==> config.mk <==
export PLATFORM = sky130hd
export DESIGN_NAME = ex_muldiv_unit
export DESIGN_NICKNAME = d
export VERILOG_FILES = /design/src/rtl/riscv_pkg.sv /design/src/rtl/ex_muldiv_step.sv /design/src/rtl/ex_muldiv_unit.sv
export SDC_FILE = /design/constraint.sdc
export NUM_CORES = 1
export LEC_CHECK = 0
export BUFFER_PORTS_ARGS = -buffer_cell sky130_fd_sc_hd__buf_2
export CELL_PAD_IN_SITES_DETAIL_PLACEMENT = 0
export CELL_PAD_IN_SITES_GLOBAL_PLACEMENT = 1
export CORE_AREA = 2 2 184 186
export CTS_BUF_LIST = sky130_fd_sc_hd__clkbuf_16
export DETAILED_ROUTE_END_ITERATION = 6
export DIE_AREA = 0 0 186 188
export PLACE_DENSITY = 0.82
export SYNTH_ARGS = -nofsm -noshare
export SYNTH_HDL_FRONTEND = slang
export SYNTH_HIERARCHICAL = 1
export SYNTH_SLANG_ARGS = --single-unit
==> constraint.sdc <==
create_clock -name clk -period 6.9 [get_ports clk]
set_input_delay 2.07 -clock clk [delete_from_list [all_inputs] [get_ports clk]]
set_output_delay 2.07 -clock clk [all_outputs]
set_load 0.01 [all_outputs]
==> src/rtl/riscv_pkg.sv <==
// Shared definitions for the RV32M multiply/divide unit.
//   XLEN_DEFAULT : default operand width
//   F3_*         : M-extension funct3 encodings
//   md_state_e   : sequencer states of ex_muldiv_unit
package riscv_pkg;

    localparam int unsigned XLEN_DEFAULT = 32;

    localparam logic [2:0] F3_MUL    = 3'b000;
    localparam logic [2:0] F3_MULH   = 3'b001;
    localparam logic [2:0] F3_MULHSU = 3'b010;
    localparam logic [2:0] F3_MULHU  = 3'b011;
    localparam logic [2:0] F3_DIV    = 3'b100;
    localparam logic [2:0] F3_DIVU   = 3'b101;
    localparam logic [2:0] F3_REM    = 3'b110;
    localparam logic [2:0] F3_REMU   = 3'b111;

    typedef enum logic [1:0] {
        ST_IDLE = 2'd0,
        ST_CALC = 2'd1,
        ST_DONE = 2'd2
    } md_state_e;

endpackage

==> src/rtl/ex_muldiv_step.sv <==
// One combinational radix-2 iteration on a 2*XLEN accumulator {hi, lo}.
//   i_is_div : 0 = multiply step, 1 = restoring-divide step
//   i_acc    : accumulator; multiply: {partial product, multiplier},
//              divide: {partial remainder, dividend/quotient}
//   i_opb    : multiplicand (multiply) or divisor (divide) magnitude
//   o_acc    : accumulator after this iteration
module ex_muldiv_step #(
    parameter int unsigned XLEN = 32
) (
    input  logic                i_is_div,
    input  logic [2*XLEN-1:0]   i_acc,
    input  logic [XLEN-1:0]     i_opb,
    output logic [2*XLEN-1:0]   o_acc
);

    logic [XLEN-1:0] w_hi;
    logic [XLEN-1:0] w_lo;
    logic [XLEN:0]   w_sum;
    logic [XLEN:0]   w_part;
    logic [XLEN:0]   w_trial;

    assign w_hi = i_acc[2*XLEN-1:XLEN];
    assign w_lo = i_acc[XLEN-1:0];

    // Multiply: add multiplicand when the current multiplier LSB is set,
    // then shift the whole accumulator right keeping the carry.
    assign w_sum = {1'b0, w_hi} + ({1'b0, i_opb} & {(XLEN+1){w_lo[0]}});

    // Divide: shift the next dividend bit into the remainder and try a
    // subtract; the borrow bit (MSB) decides restore vs. keep.
    assign w_part  = {w_hi, w_lo[XLEN-1]};
    assign w_trial = w_part - {1'b0, i_opb};

    always_comb begin
        o_acc = '0;
        if (!i_is_div) begin
            o_acc = {w_sum, w_lo[XLEN-1:1]};
        end else if (!w_trial[XLEN]) begin
            o_acc = {w_trial[XLEN-1:0], w_lo[XLEN-2:0], 1'b1};
        end else begin
            o_acc = {w_part[XLEN-1:0], w_lo[XLEN-2:0], 1'b0};
        end
    end

endmodule

==> src/rtl/ex_muldiv_unit.sv <==
// Iterative RV32M multiply/divide unit for the EX stage.
//   clk, rst   : clock, asynchronous active-high reset
//   valid_in   : ID/EX holds an M-extension instruction
//   funct3     : MUL/MULH/MULHSU/MULHU/DIV/DIVU/REM/REMU
//   rs1, rs2   : operands from ID/EX
//   rd_in      : destination register from ID/EX
//   flush      : kill of the EX-stage instruction
//   busy       : stall request (ID/EX en = ~busy)
//   valid_out  : one-cycle result strobe
//   result     : product high/low half, quotient or remainder
//   rd_out     : destination register paired with result
module ex_muldiv_unit
    import riscv_pkg::*;
#(
    parameter int unsigned XLEN = XLEN_DEFAULT
) (
    input  logic            clk,
    input  logic            rst,
    input  logic            valid_in,
    input  logic [2:0]      funct3,
    input  logic [XLEN-1:0] rs1,
    input  logic [XLEN-1:0] rs2,
    input  logic [4:0]      rd_in,
    input  logic            flush,
    output logic            busy,
    output logic            valid_out,
    output logic [XLEN-1:0] result,
    output logic [4:0]      rd_out
);

    localparam int unsigned CNT_W = $clog2(XLEN);
    localparam logic [XLEN-1:0] MIN_NEG = {1'b1, {(XLEN-1){1'b0}}};

    md_state_e           r_state;
    md_state_e           w_next_state;
    logic [2*XLEN-1:0]   r_acc;
    logic [XLEN-1:0]     r_opb;
    logic [2:0]          r_f3;
    logic                r_neg;
    logic [CNT_W-1:0]    r_cnt;
    logic [XLEN-1:0]     r_result;
    logic [4:0]          r_rd;

    logic                w_accept;
    logic                w_iterate;
    logic                w_is_div;
    logic                w_sgn1;
    logic                w_sgn2;
    logic [XLEN-1:0]     w_mag1;
    logic [XLEN-1:0]     w_mag2;
    logic                w_div_zero;
    logic                w_div_ovf;
    logic                w_special;
    logic [XLEN-1:0]     w_special_val;
    logic [2*XLEN-1:0]   w_step_acc;
    logic [2*XLEN-1:0]   w_prod_fix;
    logic [XLEN-1:0]     w_quo_fix;
    logic [XLEN-1:0]     w_rem_fix;
    logic [XLEN-1:0]     w_final;

    // Operand decode at accept time
    assign w_is_div = funct3[2];
    assign w_sgn1   = rs1[XLEN-1] & ((funct3 == F3_MULH) | (funct3 == F3_MULHSU) |
                                     (funct3 == F3_DIV)  | (funct3 == F3_REM));
    assign w_sgn2   = rs2[XLEN-1] & ((funct3 == F3_MULH) | (funct3 == F3_DIV) |
                                     (funct3 == F3_REM));
    assign w_mag1   = w_sgn1 ? -rs1 : rs1;
    assign w_mag2   = w_sgn2 ? -rs2 : rs2;

    assign w_div_zero = w_is_div & (rs2 == '0);
    // funct3[0]==0 selects the signed DIV/REM pair
    assign w_div_ovf  = w_is_div & ~funct3[0] & (rs1 == MIN_NEG) & (rs2 == '1);
    assign w_special  = w_div_zero | w_div_ovf;

    always_comb begin
        w_special_val = '0;
        if (w_div_zero) begin
            w_special_val = funct3[1] ? rs1 : '1;
        end else if (w_div_ovf) begin
            w_special_val = funct3[1] ? '0 : rs1;
        end
    end

    ex_muldiv_step #(
        .XLEN(XLEN)
    ) u_step (
        .i_is_div (r_f3[2]),
        .i_acc    (r_acc),
        .i_opb    (r_opb),
        .o_acc    (w_step_acc)
    );

    // Sign fixup is applied to the last iteration's output so the final
    // value is registered on the same edge that enters DONE.
    assign w_prod_fix = r_neg ? -w_step_acc : w_step_acc;
    assign w_quo_fix  = r_neg ? -w_step_acc[XLEN-1:0] : w_step_acc[XLEN-1:0];
    assign w_rem_fix  = r_neg ? -w_step_acc[2*XLEN-1:XLEN] : w_step_acc[2*XLEN-1:XLEN];

    always_comb begin
        w_final = '0;
        case (r_f3)
            F3_MUL:                          w_final = w_prod_fix[XLEN-1:0];
            F3_MULH, F3_MULHSU, F3_MULHU:    w_final = w_prod_fix[2*XLEN-1:XLEN];
            F3_DIV, F3_DIVU:                 w_final = w_quo_fix;
            default:                         w_final = w_rem_fix;
        endcase
    end

    // FSM
    always_ff @(posedge clk or posedge rst) begin
        if (rst) begin
            r_state <= ST_IDLE;
        end else begin
            r_state <= w_next_state;
        end
    end

    always_comb begin
        w_next_state = r_state;
        w_accept     = 1'b0;
        w_iterate    = 1'b0;
        busy         = 1'b0;
        valid_out    = 1'b0;
        case (r_state)
            ST_IDLE: begin
                if (valid_in && !flush) begin
                    w_accept     = 1'b1;
                    busy         = ~rst;
                    w_next_state = w_special ? ST_DONE : ST_CALC;
                end
            end
            ST_CALC: begin
                busy = ~rst;
                if (flush) begin
                    w_next_state = ST_IDLE;
                end else begin
                    w_iterate = 1'b1;
                    if (r_cnt == '0) begin
                        w_next_state = ST_DONE;
                    end
                end
            end
            ST_DONE: begin
                valid_out    = ~flush;
                w_next_state = ST_IDLE;
            end
            default: w_next_state = ST_IDLE;
        endcase
    end

    // Datapath
    always_ff @(posedge clk or posedge rst) begin
        if (rst) begin
            r_acc    <= '0;
            r_opb    <= '0;
            r_f3     <= '0;
            r_neg    <= 1'b0;
            r_cnt    <= '0;
            r_result <= '0;
            r_rd     <= '0;
        end else if (w_accept) begin
            r_acc <= {{XLEN{1'b0}}, w_mag1};
            r_opb <= w_mag2;
            r_f3  <= funct3;
            // remainder follows the dividend sign, everything else the xor
            r_neg <= (funct3 == F3_REM) ? w_sgn1 : (w_sgn1 ^ w_sgn2);
            r_cnt <= '1;
            r_rd  <= rd_in;
            if (w_special) begin
                r_result <= w_special_val;
            end
        end else if (w_iterate) begin
            r_acc <= w_step_acc;
            r_cnt <= r_cnt - CNT_W'(1);
            if (r_cnt == '0) begin
                r_result <= w_final;
            end
        end
    end

    assign result = r_result;
    assign rd_out = r_rd;

endmodule

-- Word level (Yosys, flattened, before mapping)
Index checks and enable logic that the tools add are counted.
- register bits after elaboration: 144
- bits of input ports: 76
- output and inout bits: 39
- word-level logic and storage cells: 94
- $add $sub $neg: 8
- equality and inequality tests: 16
- multiplexer cells: 33
- bitwise operators: 17
- reduce and logical (&&, ||, !) cells: 12
- operators with widths (operator ; number):
    $mux 32 ; 12
    $mux 64 ; 5
    $neg 32->32 ; 4
    $pmux 32 s3 ; 1
    $eq 32x32->1 const B ; 2
    $neg 64->64 ; 1
    $add 32x33->33 ; 1
    $and 32x33->33 ; 1
    $sub 33x32->33 ; 1
    $logic_not 32->1 ; 1
    $eq 3x3->1 const B ; 4
    $mux 5 ; 2
    $eq 3x2->1 const B ; 3
    $mux 2 ; 4
    $mux 1 ; 7
    $and 1x1->1 ; 6
    $eq 3x1->1 const B ; 2
    $or 1x1->1 ; 6
    $logic_not 5->1 ; 1
    $sub 5x1->5 const B ; 1
    $pmux 2 s2 ; 1
    $reduce_bool 2->1 ; 2
    $logic_not 3->1 ; 1
    $ne 3x3->1 const B ; 1
    other kinds (14) ; 16

-- Logic depth before layout (Yosys ltp)
- depth in word-level cells: 9
- mapped depth: 23
- depth with buffers taken out: 21

-- By module
The synthesis kept the hierarchy.
- modules (own cells, without submodules) (module ; instances ; cells an instance ; area each (µm²) ; seq. area each (µm²)):
    ex_muldiv_unit ; 1 ; 1269 ; 10105.9 ; 3603.5
    ex_muldiv_step ; 1 ; 688 ; 4820.9 ; 0.0

-- Least setup slack after synthesis
No wires, ideal clock.
- path kind: register to register
- from: register r_acc[31]
- to: register r_result[18] (netlist: result[18])
- library setup time: 0.144 ns
- arrival time: 5.126 ns
- data required time: 6.756 ns
- slack: 1.630 ns
- cell stages (with the launch flop): 22
- buffers on the path: 1
- clock period less this slack: 5.270 ns
- cell sequence: dfrtp_1 inv_1 ha_1 fa_1 nor2b_1 o31ai_1 a21o_1 o211ai_4 a31oi_4 o211ai_4 buf_6 nor2_1 a21o_1 inv_1 ha_1 or4b_2 nor4_1 nand3_1 o31ai_1 xnor2_1 a222oi_1 o221ai_1
- word-level cells in the longest chain between the ends: 9
- elaborated cells on any way between the ends: 13
- those cells by class: add/sub (4); mux (9)
- ends and longest elaborated chain (item ; RTL line ; RTL):
    from (decl) ; ex_muldiv_unit.sv:36 ; logic [2*XLEN-1:0] r_acc;
    from (signal assigned) ; ex_muldiv_unit.sv:162 ; r_acc <= {{XLEN{1'b0}}, w_mag1};
    from (signal assigned) ; ex_muldiv_unit.sv:173 ; r_acc <= w_step_acc;
    $sub 33x32->33 * ; ex_muldiv_step.sv:32 ; assign w_trial = w_part - {1'b0, i_opb};
    $mux 64 * ; ex_muldiv_step.sv:38 ; end else if (!w_trial[XLEN]) begin
    $mux 64 * ; ex_muldiv_step.sv:36 ; if (!i_is_div) begin
    named net w_step_acc[0] ; ex_muldiv_unit.sv:55 ; logic [2*XLEN-1:0] w_step_acc;
    $neg 64->64 / $neg 32->32 (equally long branches) ; ex_muldiv_unit.sv:95, ex_muldiv_unit.sv:96 ;
    $mux 64 / $mux 32 (equally long branches) ; ex_muldiv_unit.sv:95, ex_muldiv_unit.sv:96 ;
    $pmux 32 s3 * ; ex_muldiv_unit.sv:101 ; case (r_f3)
    $mux 32 * ; ex_muldiv_unit.sv:175 ; if (r_cnt == '0) begin
    $mux 32 * ; ex_muldiv_unit.sv:172 ; end else if (w_iterate) begin
    $mux 32 * ; ex_muldiv_unit.sv:161 ; end else if (w_accept) begin
    to (signal assigned) ; ex_muldiv_unit.sv:170 ; r_result <= w_special_val;
    to (signal assigned) ; ex_muldiv_unit.sv:176 ; r_result <= w_final;
    to (decl) ; ex_muldiv_unit.sv:41 ; logic [XLEN-1:0] r_result;
Mark *: on every way through the listed nets, which the timed path passes. The rest lies on a longest branch. The select of a mux whose other input is x is not followed.
A chain may end at the register's enable or synchronous reset.

-- Worst setup path in the final report
- from: register r_acc[31]
- to: register r_result[29] (netlist: result[29])
- word-level cells in the longest chain between the ends: 9
- elaborated cells on any way between the ends: 13
- those cells by class: add/sub (4); mux (9)
- ends and longest elaborated chain (item ; RTL line):
    $sub 33x32->33 * ; ex_muldiv_step.sv:32
    $mux 64 * ; ex_muldiv_step.sv:38
    $mux 64 * ; ex_muldiv_step.sv:36
    named net w_step_acc[53] ; ex_muldiv_unit.sv:55
    $neg 64->64 / $neg 32->32 (equally long branches) ; ex_muldiv_unit.sv:95, ex_muldiv_unit.sv:97
    $mux 64 / $mux 32 (equally long branches) ; ex_muldiv_unit.sv:95, ex_muldiv_unit.sv:97
    $pmux 32 s3 * ; ex_muldiv_unit.sv:101
    $mux 32 * ; ex_muldiv_unit.sv:175
    $mux 32 * ; ex_muldiv_unit.sv:172
    $mux 32 * ; ex_muldiv_unit.sv:161
Marks and branches as above.

==> results.sh <==
export IMPL_outcome="finished, final reports clean"
export IMPL_final_common_cell="nand2_1"
export IMPL_drtPass1Iterations=6
export IMPL_setup_tns_ps=0
export IMPL_async_flop_share_pct=100
export IMPL_postCtsHoldBufs=0
export IMPL_slew_viol_final=0
export IMPL_core_area_sq_um=33100
export IMPL_fp_dieArea_sq_um=35000
export IMPL_ys_warn_count=6
export IMPL_grt_pass1_vias=14600
export IMPL_p_leak_nw=7.14
export IMPL_intPower_w=0.00307
export IMPL_power_share_combinational_pct=65.9
export IMPL_drive_above_1_share_pct=13.4
export IMPL_finalCritPeriodShare_pct=89.7
export IMPL_critPathArrivalTime_ps=6480
export IMPL_grt_ovfl_total=0
export IMPL_worst_pin_slew_ps=1310
export IMPL_worstPathRequired_ps=7190
export IMPL_synth_ff_type="dfrtp_1"
export IMPL_critPathCaptureType="flip-flop"
export IMPL_p_seq_share_pct=19.5
export IMPL_synth_edf_count=0
export IMPL_n_antenna_cell=0
export IMPL_nFillCells=3304
export IMPL_clk_latency_ps=450
export IMPL_final_min_clock_period_ps=6190
export IMPL_clock_sinks=144
export IMPL_setup_viol=0
export IMPL_wirelength_um=57000
export IMPL_fin_worst_skew_ps=12.5
export IMPL_root_buffer="clkbuf_16"
export IMPL_avgSynthCellArea_sq_um=7.63
export IMPL_h_tree_depth=4
export IMPL_cts_setup_buffers=0
export IMPL_rsz0062_at_grt="no"
export IMPL_netlist_area_sq_um=14900
export IMPL_track_usage_pct=32.8
export IMPL_drc=0
export IMPL_io_pin_count=115
export IMPL_ys_types=92
export IMPL_cts_made_buffers=17
export IMPL_path_class="flip-flop to flip-flop"
export IMPL_cp_max_fo=57
export IMPL_final_cell_mix="250 x nand2_1, 165 x nor2_1, 145 x o21ai_0"
export IMPL_hold_class="flip-flop to flip-flop"
export IMPL_ys_ff_latch=144
export IMPL_power_density_nw_per_um2=395
export IMPL_ys_seq_area_share_pct=24.1
export IMPL_synth_nets=2106
export IMPL_clockBufferDepth=2
export IMPL_start_kind="flip-flop"
export IMPL_io_buffers=114
export IMPL_fmax_mhz=162
export IMPL_die_w_um=186
export IMPL_place_gp_congestion=0.966
export IMPL_drtIter0Drc=1955
export IMPL_cts_tree="done"
export IMPL_start_util_pct=45.1
export IMPL_maxCapViolations=0
export IMPL_cts_resized=0
export IMPL_timing_final_ws_setup_ps=712
export IMPL_p_sw_w=0.00342
export IMPL_max_vdd_ir_drop_mv=0.162
export IMPL_p_clk_share_pct=14.6
export IMPL_wire_per_inst_um=23.1
export IMPL_finalHoldViolCount=0
export IMPL_grt_pass1_wl_um=87800
export IMPL_syn_to_final_growth_pct=9.88
export IMPL_ant_nets=0
export IMPL_sw_frac_of_total_pct=52.7
export IMPL_vias=15700
export IMPL_antenna_found_initial=2
export IMPL_via_per_inst=6.37
export IMPL_dieHeight_um=188
export IMPL_postSynthCellCount=1957
export IMPL_relSlewSlack_pct=11.7
export IMPL_fin_nets=2153
export IMPL_hpwl_um=43500
export IMPL_rows=67
export IMPL_clkTransAtPathRegs_ps=70
export IMPL_holdWs_ps=479
export IMPL_place_ws_ps=847
export IMPL_grt_max_degree=79
==> critical path: stages, from the launching register on <==
cell,delay [ps]
dfrtp_1,380
inv_1,70
ha_1,230
fa_1,420
nor2b_1,170
o31ai_1,150
a21o_1,260
o211ai_4,340
a31oi_4,180
o211ai_4,230
buf_4,570
nor2_1,110
a211oi_1,310
a21oi_1,260
nor4_1,830
nand2_1,300
nor3_1,330
nand3_1,130
mux2_2,340
a21oi_1,230
o221ai_1,130
==> Yosys cell counts (9+ instances only) <==
| master | instances | area, sq um |
|---|---|---|
| a21o_1 | 38 | 285 |
| xor2_1 | 87 | 762 |
| mux2i_1 | 9 | 90.1 |
| or2_2 | 12 | 75.1 |
| a211oi_1 | 15 | 113 |
| or4_1 | 25 | 188 |
| or3_1 | 13 | 81.3 |
| inv_1 | 62 | 233 |
| nand4_1 | 26 | 163 |
| dfrtp_1 | 144 | 3600 |
| clkbuf_1 | 94 | 353 |
| nor2_1 | 166 | 623 |
| o211ai_1 | 11 | 82.6 |
| nor4_1 | 21 | 131 |
| o22ai_1 | 17 | 106 |
| and3_1 | 19 | 119 |
| o21bai_1 | 9 | 67.6 |
| o21ai_0 | 145 | 726 |
| o31ai_1 | 35 | 263 |
| nor3_1 | 51 | 255 |
| a22oi_1 | 11 | 82.6 |
| o21ai_1 | 11 | 55.1 |
| and2_1 | 42 | 263 |
| xnor2_1 | 89 | 780 |
| nand3_1 | 34 | 170 |
| buf_2 | 15 | 75.1 |
| o221ai_1 | 9 | 78.8 |
| a31oi_1 | 41 | 257 |
| ha_1 | 71 | 888 |
| a22o_1 | 30 | 263 |
| o21a_1 | 9 | 67.6 |
| mux2_2 | 33 | 372 |
| nand2_1 | 250 | 938 |
| a21oi_1 | 122 | 611 |
| nand2b_1 | 18 | 113 |
| a21oi_2 | 10 | 87.6 |
| o41ai_1 | 15 | 131 |
==> state kept, by name, indices dropped and copies added (netlist names) <==
name	cells
r_f3	3
r_cnt	5
r_opb	32
r_state	2
result	32
r_neg	1
r_acc	64
rd_out	5
==> layer usage <==
metal | global-route usage [%] | wire (um) | up-vias
met5 | 0 | 0 | -
met4 | 12.4 | 2070 | 0
met3 | 5.92 | 5030 | 105
met2 | 46.4 | 24000 | 716
met1 | 48.9 | 25900 | 7622
li1 | - | - | 7251
==> final cells by class <==
cell class,count,area (sq um),share of cell area [%]
multi-input combinational,1626,10600,64.5
sequential,144,3610,22.0
clock inverter,15,139,0.847
tap,448,561,3.42
inverter,63,241,1.47
clock buffer,17,425,2.59
timing repair buffer,152,856,5.22
==> power groups by stage <==
stage | Sequential, W | Clock [W] | Combinational [W]
3_3_place_gp | 0.00126 | 0 | 0.00412
3_5_place_dp | 0.00127 | 0 | 0.00414
4_1_cts | 0.00126 | 0.000955 | 0.00416
2_1_floorplan | 0.00117 | 0 | 0.00306
6_report | 0.00126 | 0.000947 | 0.00428
5_1_grt | 0.00129 | 0.000989 | 0.00462
==> per-stage QoR <==
| stage | total power (W) | cell area, sq um | utilization, % | instances |
|---|---|---|---|---|
| after global placement | 0.00538 | 15800 | 47.8 | 2433 |
| after detailed placement | 0.00541 | 15800 | 47.8 | 2433 |
| after floorplan | 0.00424 | 14900 | - | 1957 |
| after global routing | 0.00690 | 16400 | 49.5 | 2465 |
| final | 0.00649 | 16400 | 49.5 | 2465 |
| after CTS | 0.00637 | 16400 | 49.5 | 2465 |
==> logic make-up after synthesis <==
kind of cell | after synthesis | share of synthesized area (%)
xor+xnor | 176 | 10.3
compound gates | 618 | 27.9
simple gates | 716 | 23.0
fa+ha+maj | 73 | 6.22
mux | 43 | 3.17
buf+inv | 187 | 5.18
flops | 144 | 24.1
==> worst paths after layout <==
check / slack [ps] / cells past startpoint / to / startpoint
worst min register to register: 480 / 2 / rd_out[0]$_DFFE_PP0P_ / rd_out[0]$_DFFE_PP0P_
max in group asynchronous: 4100 / 3 / r_f3[2]$_DFFE_PP0P_ / rst
worst min-delay path: 480 / 2 / rd_out[0]$_DFFE_PP0P_ / rd_out[0]$_DFFE_PP0P_
worst max register to register: 710 / 20 / result[29]$_DFFE_PP0P_ / r_acc[31]$_DFFE_PP0P_
min in group asynchronous: 1690 / 2 / r_state[0]$_DFFE_PP0P_ / rst
worst max-delay path: 710 / 20 / result[29]$_DFFE_PP0P_ / r_acc[31]$_DFFE_PP0P_
No activity file was read; power rests on OpenSTA's default activity.
